`config.mk`:
```
export PLATFORM = sky130hd
export DESIGN_NAME = mem_arbiter
export DESIGN_NICKNAME = d
export VERILOG_FILES = /design/src/rtl/mem_arbiter_pkg.sv /design/src/rtl/mem_arb_rr.sv /design/src/rtl/mem_arbiter.sv
export SDC_FILE = /design/constraint.sdc
export NUM_CORES = 1
export LEC_CHECK = 0
export CORE_ASPECT_RATIO = 1.1
export CORE_MARGIN = 4
export CORE_UTILIZATION = 37
export DETAILED_ROUTE_END_ITERATION = 10
export PLACE_DENSITY = 0.74
export SLEW_MARGIN = 20
export SYNTH_ARGS = -nofsm -noshare
export SYNTH_HDL_FRONTEND = slang
export SYNTH_SLANG_ARGS = --single-unit
```
`constraint.sdc`:
```
create_clock -name clk -period 1.9 [get_ports clk]
set_clock_uncertainty 0.05 [all_clocks]
set_input_delay 0.38 -clock clk [delete_from_list [all_inputs] [get_ports clk]]
set_output_delay 0.38 -clock clk [all_outputs]
set_load 0.02 [all_outputs]
```
`src/rtl/mem_arbiter_pkg.sv`:
```
// rtl/mem_arbiter_pkg.sv - shared encodings for the mem_system arbiter
// Contents: FSM state type, requester port IDs, default timeout constants.
package mem_arbiter_pkg;

  typedef enum logic [1:0] {
    ST_IDLE = 2'd0,
    ST_BUSY = 2'd1,
    ST_RESP = 2'd2
  } state_t;

  localparam logic PORT_D = 1'b0;
  localparam logic PORT_I = 1'b1;

  localparam int DEF_TIMEOUT = 64;
  localparam int DEF_TO_W    = 7;

endpackage

```
`src/rtl/mem_arb_rr.sv`:
```
// rtl/mem_arb_rr.sv - 2-way round-robin / fixed-priority picker
// Ports:
//   clk, rst      clock, asynchronous active-low reset
//   i_req_d       data port requesting
//   i_req_i       fetch port requesting
//   i_take        the offered grant is accepted this cycle
//   o_valid       at least one requester, o_port is meaningful
//   o_port        chosen port (PORT_D / PORT_I)
module mem_arb_rr
  import mem_arbiter_pkg::*;
#(
  parameter int FIXED_PRIO = 1
) (
  input  logic clk,
  input  logic rst,
  input  logic i_req_d,
  input  logic i_req_i,
  input  logic i_take,
  output logic o_valid,
  output logic o_port
);

  // Winner of the most recent conflict. Uncontested grants leave it alone,
  // so alternation is decided only between genuinely competing requests.
  logic r_last;
  logic w_conflict;

  assign w_conflict = i_req_d & i_req_i;

  always_comb begin
    o_valid = i_req_d | i_req_i;
    o_port  = PORT_D;
    if (w_conflict) begin
      o_port = ((FIXED_PRIO != 0) || (r_last == PORT_I)) ? PORT_D : PORT_I;
    end else if (i_req_i) begin
      o_port = PORT_I;
    end
  end

  // Reset to I so that D wins the first conflict.
  always_ff @(posedge clk or negedge rst) begin
    if (!rst) begin
      r_last <= PORT_I;
    end else if (i_take && w_conflict) begin
      r_last <= o_port;
    end
  end

endmodule

```
`src/rtl/mem_arbiter.sv`:
```
// rtl/mem_arbiter.sv - two-port arbiter in front of a single mem_system
// Ports:
//   clk, rst                       clock, asynchronous active-low reset
//   d_rd, d_wr, d_addr, d_data_in  data port request (held until d_done)
//   d_data_out, d_done, d_err      data port response (valid with d_done)
//   d_stall                        data port has an uncompleted request
//   i_rd, i_addr                   fetch port read request
//   i_data_out, i_done, i_err      fetch port response
//   i_stall                        fetch port has an uncompleted request
//   mem_addr, mem_data_in          to mem_system Addr / DataIn
//   mem_rd, mem_wr                 to mem_system Rd / Wr (only in BUSY)
//   mem_data_out, mem_done,
//   mem_stall, mem_err             from mem_system DataOut / Done / Stall / err
module mem_arbiter
  import mem_arbiter_pkg::*;
#(
  parameter int FIXED_PRIO = 1,
  parameter int TIMEOUT    = DEF_TIMEOUT,
  parameter int TO_W       = DEF_TO_W
) (
  input  logic        clk,
  input  logic        rst,
  input  logic        d_rd,
  input  logic        d_wr,
  input  logic [15:0] d_addr,
  input  logic [15:0] d_data_in,
  output logic [15:0] d_data_out,
  output logic        d_done,
  output logic        d_stall,
  output logic        d_err,
  input  logic        i_rd,
  input  logic [15:0] i_addr,
  output logic [15:0] i_data_out,
  output logic        i_done,
  output logic        i_stall,
  output logic        i_err,
  output logic [15:0] mem_addr,
  output logic [15:0] mem_data_in,
  output logic        mem_rd,
  output logic        mem_wr,
  input  logic [15:0] mem_data_out,
  input  logic        mem_done,
  input  logic        mem_stall,
  input  logic        mem_err
);

  state_t r_state;
  state_t w_next;

  logic            r_owner;
  logic [15:0]     r_addr;
  logic [15:0]     r_wdata;
  logic [15:0]     r_rdata;
  logic            r_rd;
  logic            r_wr;
  logic            r_err;
  logic [TO_W-1:0] r_to_cnt;

  logic            w_d_req;
  logic            w_i_req;
  logic            w_d_illegal;
  logic            w_gnt_valid;
  logic            w_gnt_port;
  logic            w_take;
  logic            w_timeout;
  logic [TO_W-1:0] w_to_inc;
  logic            w_unused_mem_stall;

  assign w_d_req     = d_rd | d_wr;
  assign w_i_req     = i_rd;
  assign w_d_illegal = d_rd & d_wr;
  assign w_take      = (r_state == ST_IDLE) & w_gnt_valid;

  // The counter is cleared on BUSY entry, so the incremented value equals
  // the number of BUSY cycles spent including the current one.
  assign w_to_inc  = r_to_cnt + TO_W'(1);
  assign w_timeout = (w_to_inc == TO_W'(TIMEOUT));

  // Stall is advisory to the pipeline; sequencing relies on mem_done only.
  assign w_unused_mem_stall = mem_stall;

  mem_arb_rr #(
    .FIXED_PRIO(FIXED_PRIO)
  ) u_rr (
    .clk    (clk),
    .rst    (rst),
    .i_req_d(w_d_req),
    .i_req_i(w_i_req),
    .i_take (w_take),
    .o_valid(w_gnt_valid),
    .o_port (w_gnt_port)
  );

  always_ff @(posedge clk or negedge rst) begin
    if (!rst) begin
      r_state <= ST_IDLE;
    end else begin
      r_state <= w_next;
    end
  end

  // Next state and all decoded outputs. mem_* and response outputs are
  // pure decodes of the state register, so an asynchronous reset drops
  // them immediately.
  always_comb begin
    w_next      = r_state;
    mem_rd      = 1'b0;
    mem_wr      = 1'b0;
    mem_addr    = '0;
    mem_data_in = '0;
    d_done      = 1'b0;
    d_err       = 1'b0;
    d_data_out  = '0;
    i_done      = 1'b0;
    i_err       = 1'b0;
    i_data_out  = '0;
    case (r_state)
      ST_IDLE: begin
        if (w_gnt_valid) begin
          // A simultaneous read+write from D never reaches memory.
          w_next = ((w_gnt_port == PORT_D) && w_d_illegal) ? ST_RESP : ST_BUSY;
        end
      end
      ST_BUSY: begin
        mem_rd      = r_rd;
        mem_wr      = r_wr;
        mem_addr    = r_addr;
        mem_data_in = r_wdata;
        if (mem_done || w_timeout) begin
          w_next = ST_RESP;
        end
      end
      ST_RESP: begin
        w_next = ST_IDLE;
        if (r_owner == PORT_D) begin
          d_done     = 1'b1;
          d_err      = r_err;
          d_data_out = r_rdata;
        end else begin
          i_done     = 1'b1;
          i_err      = r_err;
          i_data_out = r_rdata;
        end
      end
      default: begin
        w_next = ST_IDLE;
      end
    endcase
  end

  assign d_stall = w_d_req & ~d_done;
  assign i_stall = w_i_req & ~i_done;

  // Request latches, response capture and timeout counter.
  always_ff @(posedge clk or negedge rst) begin
    if (!rst) begin
      r_owner  <= PORT_D;
      r_addr   <= '0;
      r_wdata  <= '0;
      r_rdata  <= '0;
      r_rd     <= 1'b0;
      r_wr     <= 1'b0;
      r_err    <= 1'b0;
      r_to_cnt <= '0;
    end else begin
      case (r_state)
        ST_IDLE: begin
          if (w_gnt_valid) begin
            r_owner  <= w_gnt_port;
            r_to_cnt <= '0;
            r_rdata  <= '0;
            if (w_gnt_port == PORT_D) begin
              r_addr  <= d_addr;
              r_wdata <= d_data_in;
              r_rd    <= d_rd;
              r_wr    <= d_wr;
              r_err   <= w_d_illegal;
            end else begin
              r_addr  <= i_addr;
              r_wdata <= '0;
              r_rd    <= 1'b1;
              r_wr    <= 1'b0;
              r_err   <= 1'b0;
            end
          end
        end
        ST_BUSY: begin
          r_to_cnt <= w_to_inc;
          // A completion arriving on the last allowed cycle beats the timeout.
          if (mem_done) begin
            r_rdata <= mem_data_out;
            r_err   <= mem_err;
          end else if (w_timeout) begin
            r_rdata <= '0;
            r_err   <= 1'b1;
          end
        end
        default: begin
        end
      endcase
    end
  end

endmodule

```
### Word level (Yosys, flattened, before mapping)

Index checks and enable logic that the tools add are counted.

* add/subtract/negate cells: 1
* eq/ne operators: 6
* muxes and demuxes: 37
* bitwise operators: 9
* reduce and logical (&&, ||, !) cells: 8

Operator list (number)
* 16-bit two-way mux: 11
* 16-bit case mux with 2 select lines: 1
* 1-bit two-way mux: 18
* 7-bit case mux with 2 select lines: 1
* 7-bit by 1-bit adder with 7-bit output (second input constant): 1
* 7-bit equality test (second input constant): 1
* 7-bit two-way mux: 1
* 2-bit two-way mux: 3
* 2-bit AND reduction: 3
* 1-bit bitwise AND: 4
* 2-bit case mux with 2 select lines: 1
* 3-bit inequality test (second input constant): 1
* 1-bit NOT: 3
* 3-bit AND reduction: 1
* 2-bit by 1-bit equality test with 1-bit output (second input constant): 1
* 2-bit equality test (second input constant): 1
* 2-bit logical NOT: 1
* 2-bit by 1-bit inequality test with 1-bit output (second input constant): 1
* 2-bit inequality test (second input constant): 1
* 1-bit OR: 2
* 1-bit case mux with 2 select lines: 1
* 2-bit nonzero test: 1
* 1-bit logical AND: 1
* 1-bit logical OR: 1

* register bits after elaboration: 61
* bits of input ports: 72
* output and inout bits: 72
* logic and storage cells: 70

### Logic depth before layout (Yosys ltp)

Gate-level depths: netlist (run 1).

* word-level depth: 8
* mapped depth: 7
* mapped depth without buffers: 5

### By module

A second synthesis (run 1) with hierarchy kept.

* cells, all modules: 328
* area total of the unflattened synthesis: 3113.0 µm²

By module, submodules not included
* mem_arbiter: instances 1, cells an instance 326, area an instance 3100.5 µm², sequential area each 1526.5 µm²
* mem_arb_rr: instances 1, cells an instance 2, area an instance 12.5 µm², sequential area each 0.0 µm²

### Worst setup path after synthesis (run 1)

No wires, ideal clock.

* kind: reg2out
* start point: register r_state[0]
* end point: output port i_data_out[10]
* data arrival time: 1662 ps
* slack: -192 ps
* stages on the path, launching flop included: 5
* buffers on the path: 2
* path through: dfrtp_1 buf_2 nor3b_1 clkbuf_1 and2_1

* cells in the longest elaborated chain, start to end: 2

Ends and longest elaborated chain
* from (decl): RTL line mem_arbiter.sv:47 `state_t r_state;`
* from (signal assigned): RTL line mem_arbiter.sv:98 `r_state <= w_next;`
* 2-bit equality test: RTL line mem_arbiter.sv:117 `case (r_state)`
* 16-bit two-way mux: RTL line mem_arbiter.sv:117
* to (decl): RTL line mem_arbiter.sv:33 `output logic [15:0] i_data_out,`

No other way between the ends.

### Final worst setup path (run 1)

* start point: register r_state[0]
* end point: output port d_data_out[10]

* cells in the longest elaborated chain, start to end: 2

Ends and longest elaborated chain
* 2-bit equality test: RTL line mem_arbiter.sv:117
* 16-bit two-way mux: RTL line mem_arbiter.sv:117
* to (decl): RTL line mem_arbiter.sv:27 `output logic [15:0] d_data_out,`

No other way between the ends.

==> flow_summary_export.csv, run 1 <==
group,metric,value,unit
timing,period_share,105.7,%
power,power_density,1366,nW/µm²
critical_path,cp-end-kind,"primary output",
timing,final-setup-viol-count,47,
detailed_routing,ant_nets,0,
floorplan,start_util,37.92,%
critical_path,required,1.47,ns
power,ir_worst_vdd,758.4,µV
synth,ys_ff_latch,61,
synth,syn-num-nets,362,
power,p_leak,2.527,nW
detailed_routing,drt_pre_antenna_iters,4,
floorplan,rows,34,
placed_design,hpwl,6.238,mm
cts,cts_buffer_depth,2,
cts,clock_latency,0.33,ns
timing,fmax,0.4978,GHz
cts,cts_sinks,61,
grt,grt_pass1_vias,3018,
timing,holdWs,0.004377,ns
grt,overflow,0,
layout,nets,545,
critical_path,arrival,1.58,ns
timing,rsz0062_at_grt,"true",
synth,yosysWarnings,0,
timing,relSlewSlack,76.73,%
placed_design,portBuffers,142,
critical_path,r2r_start,"r_state[1]",
grt,antenna_found_initial,0,
placed_design,dp_slack,-0.2155,ns
cts,htree_levels,3,
cts,cts_tree,"built",
timing,min_period,2.009,ns
grt,track_usage,19.45,%
synth,seq_area_frac_synth,50.88,%
layout,final_cell_mix,"buf_6, clkdlybuf4s50_1, dfrtp_1",
critical_path,ff2ff_path_depth,8,
floorplan,die-area,9615,µm²
grt,grt_max_degree,62,
timing,hold_viol,0,
floorplan,die_w,93.86,µm
detailed_routing,vias,2857,
layout,area_delta_synth_final,82.53,%
timing,worst_pin_slew,0.3452,ns
critical_path,r2r_end,"r_err",
layout,fillerInstances,595,
timing,setup_tns,-2.082,ns
layout,antennaDiodeCount,0,
cts,clockRootBuffer,"clkbuf_8",
detailed_routing,wl,9.448,mm
cts,clk_pin_slew,0.07,ns
critical_path,rrSetupSlack,0.01,ns
synth,netlist_area,3000,µm²
timing,finalMaxSlewViolations,0,
cts,cts_made_buffers,9,
floorplan,coreArea,7913,µm²
critical_path,crit_path_start_kind,"flop",
cts,hold_buffers,0,
layout,stdcell_count,584,
layout,final_common_cell,"buf_6",
layout,multi_input_area,1584,µm²
synth,synth_cells,289,
layout,drive_above_1_share,44.54,%
detailed_routing,drtIter0Drc,85,
floorplan,die_h,102.4,µm
critical_path,critPathKind,"reg -> out",
synth,ys.flop_type,"dfrtp_1",
synth,synth_edf_count,0,
run_status,status,"finished with violations",
placed_design,gp_congestion,0.8740,
critical_path,critPathMaxFanout,5,
layout,fin_util,69.21,%
synth,async_flop_share,100.0,%
synth,synth_top_area_share,50.88,%
timing,fin_ws,-0.1087,ns
run_status,violations,"negative setup slack",
detailed_routing,drc,0,
synth,synth.area.top_cells,"dfrtp_1, and2_1, a22o_1",
floorplan,io_pins,144,
layout,regArea,1529,µm²
placed_design,dp.cells,547,
grt,grt_first_pass_wirelength,14.64,mm
run,max-cap-violations,0,
worst_hold_path,min_path_type,"in -> async",
synth,yosysTopAreaCell,"dfrtp_1",
synth,postSynthAreaPerCell,10.38,µm²
synth,ys_types,33,
detailed_routing,vias_per_cell,4.892,
detailed_routing,avgRoutedWirePerCell,16.18,µm
-- worst max-delay path, cell delays in order (launching register included) --
cell     delay (ns)
dfrtp_2        0.44
nor3_4         0.23
buf_6          0.13
buf_6          0.12
buf_6          0.10
and2_4         0.13
buf_6          0.11
-- final cells by class --
class | instances | area share (%)
clock inverters | 4 | 0.8682
well taps | 108 | 2.467
multi-input cells | 205 | 28.92
repair buffers | 193 | 36.92
inverters | 2 | 0.1371
clock buffers | 11 | 2.764
flip-flops and latches | 61 | 27.92
-- cells in the mapped netlist, drive strengths merged (2+ instances only) --
cell and number:
nand3 2, and2 70, a21oi 8, nand4 2, mux2i 16, a31oi 3, nor3 2, dfrtp 61
clkbuf 14, nor2b 2, a22o 34, nand2 20, a31o 2, inv 2, nor2 8, buf 7
o21ai 23, o41ai 3
-- routing by layer --
metal  vias up  track usage (%)  part of all wire, %
met4         0            6.444                 0.75
met3         8            4.786                  6.4
met2        95            34.19                   53
li1       1376                -                    -
met1      1378            23.38                   40
met5         -                0                    0
-- report_power, final --
part | internal, W | total, W | switching (W)
registers | 0.00184 | 0.00221 | 0.000370
logic | 0.00227 | 0.00412 | 0.00185
clock network | 0.000665 | 0.00116 | 0.000491
total | 0.00477 | 0.00748 | 0.00271
-- flip-flops by register name, indices dropped and copies added, names as in the netlist --
signal,cells
r_addr,16
r_rdata,16
r_wdata,16
r_to_cnt,7
r_state,2
r_err,1
r_owner,1
r_rd,1
r_wr,1
-- cell families (layout without fill, tap and decap cells) --
logic type	after synthesis	in the layout	share of synthesized area [%]
multiplexers	17	17	5.713
buffers and inverters	23	210	3.586
AO/OA/AOI/OAI	76	76	18.22
AND/OR/NAND/NOR	111	111	21.18
adder cells (fa/ha/maj)	1	1	0.4169
flip-flops	61	61	50.88
-- per-stage QoR --
stage / area, µm² / total power, W
final: 5477 / 0.007483
after global routing: 5477 / 0.007945
after CTS: 5298 / 0.007260
after detailed placement: 4771 / 0.005327
after global placement: 4771 / 0.005246
after floorplan: 3020 / 0.003829
-- worst max-delay path by stage --
stage	startpoint	to	slack, ns	cells past startpoint
after floorplan	r_to_cnt[1]	r_rdata[10]	-0.06	7
after global placement	d_wr	d_stall	-0.21	4
after detailed placement	d_wr	d_stall	-0.22	4
after CTS	r_state[0]	d_data_out[10]	-0.12	6
after global routing	r_state[0]	d_data_out[10]	-0.20	6
final	r_state[0]	d_data_out[10]	-0.11	6
-- what timing repair did --
action	CTS	global route
pin swaps	24	33
buffers inserted	9	6
gates cloned	5	3
endpoints found under the setup margin	88	88
gates resized for setup	478	43
No activity file was read; power rests on OpenSTA's default activity.
==> run 2, diff against run 1 <==
--- a/config.mk
+++ b/config.mk
@@ -5,11 +5,12 @@
 export SDC_FILE = /design/constraint.sdc
 export NUM_CORES = 1
 export LEC_CHECK = 0
-export CORE_ASPECT_RATIO = 1.1
+export CORE_ASPECT_RATIO = 0.9
 export CORE_MARGIN = 4
 export CORE_UTILIZATION = 37
 export DETAILED_ROUTE_END_ITERATION = 10
 export PLACE_DENSITY = 0.74
+export REMOVE_ABC_BUFFERS = 1
 export SLEW_MARGIN = 20
 export SYNTH_ARGS = -nofsm -noshare
 export SYNTH_HDL_FRONTEND = slang
==> flow_summary_export.csv, run 2 (synthesis gave the netlist of run 1 again) <==
group,metric,value,unit
timing,final-setup-viol-count,63,
layout,final_common_cell,"buf_6",
floorplan,start_util,38.80,%
floorplan,coreArea,7732,µm²
grt,grt_max_degree,40,
grt,antenna_found_initial,0,
cts,cts_buffer_depth,2,
critical_path,crit_path_start_kind,"flop",
timing,fin_ws,-0.06520,ns
placed_design,hpwl,6.272,mm
layout,final_cell_mix,"buf_6, clkdlybuf4s50_1, and2_4",
timing,fmax,0.5089,GHz
timing,worst_pin_slew,0.4292,ns
run_status,violations,"negative setup slack",
floorplan,io_pins,144,
timing,finalMaxSlewViolations,0,
timing,relSlewSlack,71.38,%
run,max-cap-violations,0,
layout,antennaDiodeCount,0,
detailed_routing,avgRoutedWirePerCell,17.20,µm
timing,hold_viol,0,
timing,holdWs,0.4302,ns
grt,track_usage,20.69,%
cts,cts_sinks,61,
power,ir_worst_vdd,602.1,µV
grt,grt_first_pass_wirelength,15.61,mm
worst_hold_path,min_path_type,"reg -> reg",
layout,reg_top3,"r_addr (16), r_rdata (16), r_wdata (16)",
placed_design,portBuffers,142,
critical_path,arrival,1.54,ns
detailed_routing,drt_pre_antenna_iters,4,
layout,nets,548,
detailed_routing,ant_nets,0,
cts,cts_tree,"built",
layout,design_area,5477,µm²
cts,clk_pin_slew,0.07,ns
power,power,0.007472,W
power,power_density,1364,nW/µm²
power,p_leak,2.543,nW
floorplan,rows,30,
critical_path,critPathMaxFanout,5,
cts,clockRootBuffer,"clkbuf_8",
floorplan,die_h,93.43,µm
cts,cts_made_buffers,9,
cts,clock_latency,0.33,ns
timing,rsz0062_at_grt,"true",
timing,setup_tns,-1.959,ns
detailed_routing,vias_per_cell,5.075,
floorplan,die-area,9616,µm²
floorplan,die_w,102.9,µm
placed_design,gp_congestion,0.8260,
layout,drive_above_1_share,46.88,%
detailed_routing,vias,2923,
critical_path,cp-end-kind,"primary output",
timing,period_share,103.4,%
layout,area_delta_synth_final,82.53,%
timing,min_period,1.965,ns
detailed_routing,drc,0,
critical_path,required,1.47,ns
detailed_routing,wl,9.908,mm
critical_path,critPathKind,"reg -> out",
placed_design,place_area,4748,µm²
cts,htree_levels,3,
detailed_routing,drtIter0Drc,167,
grt,grt_pass1_vias,3003,
run_status,status,"finished with violations",
grt,overflow,0,
run 2: what timing repair did:
| action | CTS | global route |
|---|---|---|
| gates resized for setup | 518 | 21 |
| hold buffers | 1 | 0 |
| gates cloned | 11 | 0 |
| setup endpoints to repair | 88 | 88 |
| hold endpoints to repair | 1 | 0 |
| pin swaps | 44 | 16 |
| buffers inserted | 9 | 2 |
run 2: worst max-delay path: stages, from the launching register on:
cell and delay, ns:
dfrtp_1 0.40, inv_2 0.09, nor3b_4 0.20, buf_6 0.15
buf_6 0.12, and2_4 0.14, buf_6 0.11
run 2: area by class of cell:
| type | instances | area [µm²] |
|---|---|---|
| clock buffers | 10 | 137.6 |
| clock inverters | 6 | 62.56 |
| fillers | 586 | 2256 |
| inverters | 2 | 7.507 |
| multi-input cells | 205 | 1599 |
| flip-flops and latches | 61 | 1528 |
| well taps | 96 | 120.1 |
| repair buffers | 196 | 2022 |
run 2: per-stage QoR:
stage	instances	util (%)	setup WS, ns
2_1_floorplan	268	-	-1.649
6_report	576	70.83	-0.06520
5_1_grt	576	70.83	-0.1193
4_1_cts	575	69.95	-0.05467
3_3_place_gp	539	61.41	-0.1785
3_5_place_dp	539	61.41	-0.1894
run 2: metal layers:
| metal | vias to the layer above | GRT usage [%] | share of wire (%) |
|---|---|---|---|
| li1 | 1385 | - | - |
| met1 | 1406 | 25.69 | 40 |
| met2 | 119 | 34.99 | 51 |
| met3 | 13 | 4.996 | 7.7 |
| met4 | 0 | 6.904 | 1.7 |
| met5 | - | 0 | 0 |
run 2: path summary, 6_finish.rpt:
| kind | start | cells past startpoint | slack, ns | endpoint |
|---|---|---|---|---|
| max in group asynchronous | rst | 3 | 0.87 | r_state[0] |
| min in group asynchronous | rst | 3 | 0.56 | r_rdata[6] |
| min | r_addr[10] | 2 | 0.43 | r_addr[10] |
| min reg2reg | r_addr[10] | 2 | 0.43 | r_addr[10] |
| max | r_state[1] | 6 | -0.07 | i_data_out[2] |
| max reg2reg | r_to_cnt[0] | 6 | 0.01 | r_rdata[6] |
run 2: power breakdown:
part	internal [W]	switching (W)	total, W
logic	0.00223	0.00186	0.00409
registers	0.00183	0.000388	0.00222
clock network	0.000636	0.000526	0.00116
total	0.00470	0.00277	0.00747
==> run 3, diff against run 2 <==
--- a/config.mk
+++ b/config.mk
@@ -6,7 +6,6 @@
 export NUM_CORES = 1
 export LEC_CHECK = 0
 export CORE_ASPECT_RATIO = 0.9
-export CORE_MARGIN = 4
 export CORE_UTILIZATION = 37
 export DETAILED_ROUTE_END_ITERATION = 10
 export PLACE_DENSITY = 0.74
==> flow_summary_export.csv, run 3 (synthesis gave the netlist of run 1 again) <==
group,metric,value,unit
critical_path,cp-end-kind,"primary output",
critical_path,crit_path_start_kind,"flop",
run,max-cap-violations,0,
detailed_routing,drt_pre_antenna_iters,4,
cts,cts_tree,"built",
critical_path,r2r_end,"r_rdata[4]",
critical_path,path_common_cell,"buf_6",
critical_path,crit_family,"buffers and inverters",
layout,fin_util,63.76,%
placed_design,hpwl,5.594,mm
floorplan,die_h,87.43,µm
timing,hold_viol,0,
placed_design,dp.cells,535,
layout,fillerInstances,654,
timing,rsz0062_at_grt,"true",
floorplan,die-area,8474,µm²
cts,cts_buffer_depth,2,
timing,period_share,105.2,%
layout,reg_top3,"r_addr (16), r_rdata (16), r_wdata (16)",
floorplan,rows,30,
layout,antennaDiodeCount,0,
placed_design,portBuffers,142,
detailed_routing,ant_nets,0,
critical_path,ff2ff_path_depth,7,
layout,drive_above_1_share,31.55,%
grt,overflow,0,
critical_path,critPathMaxFanout,8,
cts,cts_sinks,61,
cts,cts_made_buffers,9,
timing,worst_pin_slew,0.5752,ns
critical_path,cp.depth,7,
critical_path,critPathKind,"reg -> out",
layout,area_delta_synth_final,63.51,%
floorplan,io_pins,144,
grt,track_usage,18.84,%
cts,clk_pin_slew,0.07,ns
timing,final-setup-viol-count,36,
timing,holdWs,0.4217,ns
power,p_leak,2.323,nW
worst_hold_path,min_path_type,"reg -> reg",
detailed_routing,wl,7.962,mm
power,power,0.006456,W
timing,fin_ws,-0.09824,ns
cts,clock_latency,0.33,ns
critical_path,rrSetupSlack,-0.02,ns
placed_design,dp_slack,-0.1947,ns
grt,grt_pass1_vias,2614,
grt,grt_max_degree,50,
timing,min_period,1.998,ns
critical_path,arrival,1.57,ns
critical_path,r2r_start,"r_to_cnt[0]",
critical_path,startpoint,"r_state[1]",
layout,stdcell_count,562,
cts,htree_levels,3,
critical_path,crit_path_end,"i_data_out[4]",
cts,clockRootBuffer,"clkbuf_8",
run_status,violations,"negative setup slack",
detailed_routing,drc,0,
detailed_routing,drtIter0Drc,130,
floorplan,die_w,96.92,µm
layout,final_common_cell,"buf_4",
layout,nets,534,
layout,final_cell_mix,"buf_4, clkdlybuf4s50_1, and2_1",
critical_path,slowest_delay,0.42,ns
timing,fmax,0.5004,GHz
detailed_routing,vias,2787,
detailed_routing,avgRoutedWirePerCell,14.17,µm
grt,antenna_found_initial,0,
power,ir_worst_vdd,586.2,µV
run_status,status,"finished with violations",
power,power_density,1316,nW/µm²
critical_path,required,1.47,ns
grt,grt_first_pass_wirelength,12.68,mm
detailed_routing,vias_per_cell,4.959,
critical_path,slowest_stage,"dfrtp_1",
floorplan,start_util,38.99,%
critical_path,crit_buf_inv,5,
floorplan,coreArea,7695,µm²
critical_path,path_cells,"inv_2 > nor3b_2 > buf_4 > buf_6 > buf_12 > and2_4 > buf_6",
placed_design,gp_congestion,0.8327,
timing,finalMaxSlewViolations,0,
timing,relSlewSlack,61.66,%
run 3: metrics by stage:
stage	setup TNS (ns)	instance area [µm²]
2_1_floorplan	-90.22	2900
3_3_place_gp	-12.04	4738
4_1_cts	-6.582	4959
5_1_grt	-7.040	4906
3_5_place_dp	-12.62	4738
6_report	-1.312	4906
run 3: tightest hold or removal path, stage by stage, from the launching register on:
cell	delay, ns
dfrtp_1	0.34
nand2_1	0.04
o21ai_0	0.06
run 3: report_power, final:
| part | total (W) | internal [W] | switching (W) | leakage, nW |
|---|---|---|---|---|
| Clock | 0.00113 | 0.000609 | 0.000521 | 0.0996 |
| Combinational | 0.00318 | 0.00159 | 0.00160 | 1.44 |
| Sequential | 0.00214 | 0.00183 | 0.000311 | 0.779 |
| Total | 0.00646 | 0.00403 | 0.00243 | 2.32 |
run 3: how the worst min path moves through the flow:
stage                     startpoint    endpoint  slack [ns]  depth (start not counted)
after global placement           rst   r_addr[2]        0.24                          1
after global routing             rst   r_addr[8]        0.45                          2
after detailed placement         rst   r_addr[2]        0.25                          1
final                     r_addr[11]  r_addr[11]        0.42                          2
after floorplan                  rst   r_addr[0]        0.03                          0
after CTS                        rst   r_addr[2]        0.43                          2
run 3: layout make-up:
class / instances / area (µm²) / share of cell area [%]
multi-input combinational: 205 / 1419 / 28.92
sequential: 61 / 1528 / 31.14
timing repair buffer: 182 / 1634 / 33.31
tap: 96 / 120.1 / 2.448
inverter: 2 / 7.507 / 0.1530
clock buffer: 9 / 123.9 / 2.525
clock inverter: 7 / 73.82 / 1.505
run 3: routing by layer:
| layer | up-vias | global-route usage (%) | routed length (µm) |
|---|---|---|---|
| met4 | 0 | 5.699 | 36 |
| met3 | 4 | 5.698 | 602 |
| met5 | - | 0 | 0 |
| met2 | 122 | 30.60 | 3726 |
| li1 | 1356 | - | - |
| met1 | 1305 | 24.41 | 3598 |
run 3: repair_timing:
action,CTS,global route
setup endpoints to repair,88,88
pin swaps,21,4
hold buffers,1,0
gates resized for setup,253,121
endpoints found under the hold margin,12,0
setup buffers,8,4
